File: src/rtl/fpga_debug_pkg.sv
// Shared types and helpers for the board debug display.
// Holds the blank pattern, 7-seg lookup, state type and stage index names.
package fpga_debug_pkg;

    localparam logic [6:0] SEG_BLANK = 7'b1111111;

    typedef enum logic {
        CONVERT,
        HOLD
    } state_e;

    localparam int FETCH     = 0;
    localparam int DECODE    = 1;
    localparam int ISSUE     = 2;
    localparam int EXECUTE   = 3;
    localparam int MEMORY    = 4;
    localparam int COMMIT    = 5;
    localparam int WRITEBACK = 6;

    function automatic logic [6:0] seg_lut(input logic [3:0] v);
        logic [6:0] s;
        case (v)
            4'h0: s = 7'b1000000;
            4'h1: s = 7'b1111001;
            4'h2: s = 7'b0100100;
            4'h3: s = 7'b0110000;
            4'h4: s = 7'b0011001;
            4'h5: s = 7'b0010010;
            4'h6: s = 7'b0000010;
            4'h7: s = 7'b1111000;
            4'h8: s = 7'b0000000;
            4'h9: s = 7'b0010000;
            4'hA: s = 7'b0001000;
            4'hB: s = 7'b0000011;
            4'hC: s = 7'b1000110;
            4'hD: s = 7'b0100001;
            4'hE: s = 7'b0000110;
            default: s = 7'b0001110;
        endcase
        return s;
    endfunction

endpackage

File: src/rtl/fpga_debug_display_digit_serializer.sv
// Serial radix converter: one digit per clock, least significant first.
// Ports: clk, rst_n, restart, hex (radix), source -> digits, written, conv_done.
module digit_serializer #(
    parameter int NUM_DIGITS = 6,
    parameter int VALUE_W    = 20
) (
    input  logic                    clk,
    input  logic                    rst_n,
    input  logic                    restart,
    input  logic                    hex,
    input  logic [VALUE_W-1:0]      source,
    output logic [NUM_DIGITS*4-1:0] digits,
    output logic [NUM_DIGITS-1:0]   written,
    output logic                    conv_done
);
    import fpga_debug_pkg::*;

    localparam int IDX_W = (NUM_DIGITS > 1) ? $clog2(NUM_DIGITS) : 1;
    localparam logic [IDX_W-1:0] LAST = IDX_W'(NUM_DIGITS - 1);

    state_e               state_q;
    state_e               state_d;
    logic [VALUE_W-1:0]   work_q;
    logic [IDX_W-1:0]     idx_q;
    logic                 hex_q;
    logic                 step;
    logic                 finish;

    // The restart edge divides the fresh source; later edges divide work.
    logic                 use_hex;
    logic [VALUE_W-1:0]   div_in;
    logic [VALUE_W-1:0]   base_v;
    logic [VALUE_W-1:0]   quo;
    logic [3:0]           rem;

    assign use_hex = restart ? hex : hex_q;
    assign div_in  = restart ? source : work_q;
    assign base_v  = use_hex ? VALUE_W'(16) : VALUE_W'(10);
    assign quo     = div_in / base_v;
    assign rem     = 4'(div_in % base_v);

    always_ff @(posedge clk or negedge rst_n) begin
        if (!rst_n) begin
            state_q <= HOLD;
        end else begin
            state_q <= state_d;
        end
    end

    always_comb begin
        state_d = state_q;
        if (restart) begin
            state_d = (NUM_DIGITS == 1) ? HOLD : CONVERT;
        end else if (state_q == CONVERT && idx_q == LAST) begin
            state_d = HOLD;
        end
    end

    always_comb begin
        step   = !restart && (state_q == CONVERT);
        finish = step && (idx_q == LAST);
    end

    always_ff @(posedge clk or negedge rst_n) begin
        if (!rst_n) begin
            work_q    <= '0;
            idx_q     <= '0;
            hex_q     <= 1'b0;
            digits    <= '0;
            written   <= '0;
            conv_done <= 1'b0;
        end else if (restart) begin
            hex_q       <= hex;
            work_q      <= quo;
            idx_q       <= IDX_W'(1);
            digits[3:0] <= rem;
            written     <= NUM_DIGITS'(1);
            conv_done   <= (NUM_DIGITS == 1);
        end else if (step) begin
            work_q <= quo;
            idx_q  <= idx_q + IDX_W'(1);
            for (int d = 0; d < NUM_DIGITS; d++) begin
                if (idx_q == IDX_W'(d)) begin
                    digits[d*4 +: 4] <= rem;
                    written[d]       <= 1'b1;
                end
            end
            if (finish) begin
                conv_done <= 1'b1;
            end
        end
    end

endmodule

File: src/rtl/fpga_debug_display.sv
// Board debug front end: stage PC or register value on 7-seg, opcode on LEDR.
// Ports: clk, rst_n, taps, selected_reg_value, SW -> HEX_flat, LEDR, conv_done.
// Define FPGA_DISPLAY_LEADING_ZERO_BLANK_EN to blank leading zeros when done.
module fpga_debug_display #(
    parameter int NUM_DIGITS = 6,
    parameter int NUM_STAGES = 7,
    parameter int PC_W       = 7,
    parameter int OP_W       = 7,
    parameter int VALUE_W    = 20
) (
    input  logic                       clk,
    input  logic                       rst_n,
    input  logic [NUM_STAGES*PC_W-1:0] stage_pc_flat,
    input  logic [NUM_STAGES*OP_W-1:0] stage_opcode_flat,
    input  logic [VALUE_W-1:0]         selected_reg_value,
    input  logic [9:0]                 SW,
    output logic [NUM_DIGITS*7-1:0]    HEX_flat,
    output logic [9:0]                 LEDR,
    output logic                       conv_done
);
    import fpga_debug_pkg::*;

    logic [2:0]            stage_sel;
    logic                  radix;
    logic [3:0]            reg_sel;
    logic                  show_reg;
    logic                  manual;

    assign stage_sel = SW[2:0];
    assign radix     = SW[3];
    assign reg_sel   = SW[7:4];
    assign show_reg  = SW[8];
    assign manual    = SW[9];

    logic [6:0]            sel_key;
    logic [6:0]            sel_q;
    logic                  primed;
    logic                  sel_changed;
    logic                  restart;

    assign sel_key = {manual, show_reg, radix,
                      show_reg ? reg_sel : {1'b0, stage_sel}};
    assign sel_changed = (sel_key != sel_q);
    // The first edge out of reset always starts a conversion.
    assign restart = sel_changed || !primed;

    always_ff @(posedge clk or negedge rst_n) begin
        if (!rst_n) begin
            sel_q  <= '0;
            primed <= 1'b0;
        end else begin
            primed <= 1'b1;
            if (restart) begin
                sel_q <= sel_key;
            end
        end
    end

    logic                  stage_valid;
    logic [PC_W-1:0]       pc;
    logic [OP_W-1:0]       op;

    assign stage_valid = 32'(stage_sel) < NUM_STAGES;

    always_comb begin
        pc = '0;
        op = '0;
        for (int s = 0; s < NUM_STAGES; s++) begin
            if (32'(stage_sel) == s) begin
                pc = stage_pc_flat[s*PC_W +: PC_W];
                op = stage_opcode_flat[s*OP_W +: OP_W];
            end
        end
    end

    logic [VALUE_W-1:0]    source;

    assign source = show_reg ? selected_reg_value : VALUE_W'(pc);

    logic [NUM_DIGITS*4-1:0] digits;
    logic [NUM_DIGITS-1:0]   written;

    digit_serializer #(
        .NUM_DIGITS (NUM_DIGITS),
        .VALUE_W    (VALUE_W)
    ) u_ser (
        .clk       (clk),
        .rst_n     (rst_n),
        .restart   (restart),
        .hex       (radix),
        .source    (source),
        .digits    (digits),
        .written   (written),
        .conv_done (conv_done)
    );

    logic                  led_on;

    assign led_on = rst_n && manual && !show_reg && stage_valid;
    assign LEDR   = led_on ? ~10'(op) : 10'h3FF;

    logic                  blank_all;

    assign blank_all = !rst_n || !manual || sel_changed
                     || (!show_reg && !stage_valid);

    always_comb begin
        logic [3:0] dv;
        logic       lead;
`ifdef FPGA_DISPLAY_LEADING_ZERO_BLANK_EN
        logic       zero_run;
        zero_run = 1'b1;
`endif
        HEX_flat = {NUM_DIGITS{SEG_BLANK}};
        // Walk from the top digit so leading zeros can be found.
        for (int d = NUM_DIGITS - 1; d >= 0; d--) begin
            dv   = digits[d*4 +: 4];
            lead = 1'b0;
`ifdef FPGA_DISPLAY_LEADING_ZERO_BLANK_EN
            zero_run = zero_run && (dv == 4'd0);
            lead     = conv_done && zero_run && (d != 0);
`endif
            if (!(blank_all || !written[d] || lead)) begin
                HEX_flat[d*7 +: 7] = seg_lut(dv);
            end
        end
    end

endmodule

File: config.mk
export PLATFORM = sky130hd
export DESIGN_NAME = fpga_debug_display
export DESIGN_NICKNAME = d
export VERILOG_FILES = /design/src/rtl/fpga_debug_pkg.sv /design/src/rtl/fpga_debug_display_digit_serializer.sv /design/src/rtl/fpga_debug_display.sv
export SDC_FILE = /design/constraint.sdc
export NUM_CORES = 1
export LEC_CHECK = 0
export CAP_MARGIN = 5
export CORE_UTILIZATION = 60
export CTS_BUF_LIST = sky130_fd_sc_hd__clkbuf_2
export CTS_CLUSTER_DIAMETER = 120
export DETAILED_ROUTE_END_ITERATION = 6
export DONT_BUFFER_PORTS = 1
export GPL_TIMING_DRIVEN = 0
export PLACE_DENSITY = 0.75
export SYNTH_ARGS = -nofsm -noshare
export SYNTH_HDL_FRONTEND = slang
export SYNTH_SLANG_ARGS = --single-unit
File: constraint.sdc
create_clock -name clk -period 43.3 [get_ports clk]
set_input_delay 2.165 -clock clk [delete_from_list [all_inputs] [get_ports clk]]
set_output_delay 2.165 -clock clk [all_outputs]
set_load 0.005 [all_outputs]
==> qor.csv <==
stage,metric,value,unit
clock_tree,CTS tree,built,
final_layout,Fillers,1939,
final_layout,layout cell share with drive strength beyond 1,0.1022,
synthesis,mux cell area share after synthesis,0.06049,
synthesis,Post-synth EDFFs,0,
clock_tree,post-CTS sizing,0,
worst_hold_path,hold path endpoint,u_ser.written[0],
worst_hold_path,Hold Path Class,register to register,
worst_setup_path,Worst R2R End,u_ser.digits[13],
clock_tree,TritonCTS Buffers,9,
worst_setup_path,largest fanout on the critical path,10,
clock_tree,H-tree depth,3,
detailed_routing,routed vias,13300,
grt,total track usage,0.3305,
worst_setup_path,Worst path top cell family by delay,simple AND/OR/NAND/NOR gates,
floorplan,Ports,183,
floorplan,Initial Utilization,0.6197,
sta,Final Hold Viols,0,
final_layout,design area,0.01316,mm²
synthesis,"top cells by count, synth","nor2_1, nand2_1, a21oi_1, ha_1, o21ai_0",
sta,min cycle time layout,37450,ps
worst_setup_path,R2R Setup Slk,7280,ps
sta,RSZ-0062 raised after global routing,false,
clock_tree,# clock sinks,64,
worst_setup_path,R2R Path Start,sel_q[0],
floorplan,die extent in x,147.5,µm
worst_setup_path,CP endpoint kind,register,
sta,Slew Limit Fails,0,
detailed_routing,drt wl/cell,18.16,µm
sta,highest clock rate,26.70,MHz
detailed_routing,Iteration-0 DRC Markers,1042,
outcome,outcome,"finished, final reports clean",
floorplan,die footprint,0.02175,mm²
synthesis,synth unique cells,123,
worst_setup_path,biggest cell delay along the critical path,580,ps
floorplan,die height,147.5,µm
final_layout,Nets,1961,
worst_setup_path,CP Launch Type,input port,
grt,largest net degree at the start of global routing,67,
synthesis,"Seq/Total Area, Yosys",0.1262,
synthesis,Simple-Gate Fraction of Synth Area,0.2935,
synthesis,Synth Area in XOR/XNOR,0.05015,
sta,Clock Skews,39.94,ps
synthesis,Area contributors post-synth,"dfrtp_1, ha_1, nor2_1",
clock_tree,Root Buffer,clkbuf_2,
worst_setup_path,Worst path depth,147,
grt,first-pass GRT wire length,60230,µm
synthesis,yosys warns,0,
floorplan,Core Area,0.02049,mm²
placement,routability cong.,0.9472,
grt,initial antenna violation count,0,
clock_tree,Clock transition at path regs,160,ps
placement,Detail Placement HPWL,29380,µm
detailed_routing,Antenna Violating Nets Remaining,0,
clock_tree,"Clk Latency, worst-skew pair",510,ps
sta,slew margin rel.,0.2763,
final_layout,area grow syn2layout,3.616,%
synthesis,"Top FF cell, synth",dfrtp_1,
sta,measured slew at the worst slew-check pin,1072,ps
worst_setup_path,CP required,43650,ps
sta,Final setup viols,0,
synthesis,post-synthesis adder-cell area fraction,0.09241,
worst_setup_path,Worst R2R Path Depth,146,
worst_hold_path,hold depth,1,
synthesis,largest family of logic cells by synthesized area,compound AO/OA/AOI/OAI gates,
synthesis,Compound-Gate Fraction of Synth Area,0.3181,
synthesis,largest area contributor in the netlist,dfrtp_1,
synthesis,"FF+latch count, synth",64,
clock_tree,Post-CTS Setup Inserts,0,
worst_setup_path,"Top cell by count, worst path",ha_1,
flow_run,Max Cap Viol,0,
placement,DP Area,0.01306,mm²
detailed_routing,DRC Markers,0,
sta,setup tns final,0,ps
worst_setup_path,Crit-path slowest cell,nor3_2,
clock_tree,hold buffers post-CTS,0,
synthesis,syn avg cell area,7.366,µm²
placement,IO Port Bufs,0,
grt,vias in the first global route,12260,
synthesis,asr flop ratio synth,1.000,
worst_setup_path,Buf/Inv on CP,18,
floorplan,Core Rows,52,
worst_setup_path,WP data arrival,37800,ps
worst_setup_path,critical path class,input port to register,
detailed_routing,Pre-antenna DRT Iters,5,
final_layout,ANT cells,0,
detailed_routing,DR vias/cell,6.611,
sta,period utilization,0.8649,
worst_hold_path,hold_sp,u_ser.written[0],
synthesis,Cells after Synth,1724,
grt,remaining global-route overflow,0,
synthesis,most frequent cell after synthesis,nor2_1,
detailed_routing,"wirelength, routed",36540,µm
synthesis,Synth Cell Area,0.01270,mm²
clock_tree,Bufs on Longest Clock Path,2,
synthesis,Yosys top cell area share,0.1241,
placed cells by master (no fill, tap or decap), types with 19 or more instances in the layout:
master    instances
a21o_1           21
a21oi_1         103
a31oi_1          19
and2_1           36
and3_1           22
clkbuf_1         34
dfrtp_1          63
ha_1             93
inv_1            83
mux2_2           24
mux2i_1          33
nand2_1         170
nand2b_1         25
nand3_1          60
nor2_1          176
nor3_1           58
o211ai_1         37
o21ai_0          89
o311ai_0         31
o31ai_1          24
or3_1            20
xnor2_1          36
xor2_1           33
worst reg2reg max path: cells and delay by family, from the launching register on:
family | cells | cell delay, ps
AND/OR/NAND/NOR | 56 | 12210
AO/OA/AOI/OAI | 39 | 9480
adder cells (fa/ha/maj) | 17 | 5570
buffers and inverters | 17 | 3550
multiplexers | 10 | 3300
XOR/XNOR | 7 | 1330
flip-flops | 1 | 440
how the worst max path moves through the flow:
stage,start,endpoint
5_1_grt,SW[8],u_ser.digits[13]
3_5_place_dp,SW[8],u_ser.digits[5]
3_3_place_gp,SW[8],u_ser.digits[1]
6_report,SW[8],u_ser.digits[13]
2_1_floorplan,SW[8],u_ser.digits[15]
4_1_cts,SW[8],u_ser.digits[5]
flip-flops by register name (all words and copies together), names as in the netlist:
| register | count |
|---|---|
| primed | 1 |
| sel_q | 7 |
| u_ser.idx_q | 3 |
| u_ser.work_q | 20 |
| u_ser.written | 6 |
| u_ser.hex_q | 1 |
| u_ser.digits | 24 |
| u_ser.state_q | 1 |
| u_ser.conv_done | 1 |
area by class of cell:
class / instances / area, µm² / area share
multi-input cells: 1502 / 10370 / 0.7882
flip-flops and latches: 64 / 1603 / 0.1218
plain buffers: 77 / 431.7 / 0.03280
well taps: 270 / 337.8 / 0.02567
inverters: 84 / 315.3 / 0.02396
clock buffers: 10 / 50.05 / 0.003803
clock inverters: 5 / 48.80 / 0.003708
cell families after synthesis:
| family | after synthesis |
|---|---|
| muxes | 67 |
| other | 1 |
| AOI/OAI and AO/OA | 551 |
| DFF | 64 |
| buffers and inverters | 161 |
| and+or+nand+nor | 715 |
| adders and majority gates | 94 |
| xor gates and xnor gates | 71 |
per-layer routing:
metal	share of wire	GRT usage	vias up	wire length [µm]
met1	0.45	0.4403	6222	16520
met4	0.021	0.09021	0	762
met5	0	0	-	0
met2	0.47	0.5552	463	17130
li1	-	-	6548	-
met3	0.058	0.04907	68	2129
stage by stage:
step	instances	setup WS, ps	hold WS, ps	util
after floorplan	1727	10890	425.2	-
after global placement	1997	4672	440.7	0.6367
after detailed placement	1997	5853	456.8	0.6372
after CTS	2012	6282	496.5	0.6421
after global routing	2012	2849	520.2	0.6421
final	2012	5851	496.8	0.6421
Power is not shown: default switching activity piles up to over one toggle a cycle in this logic, so the estimate is an artifact.
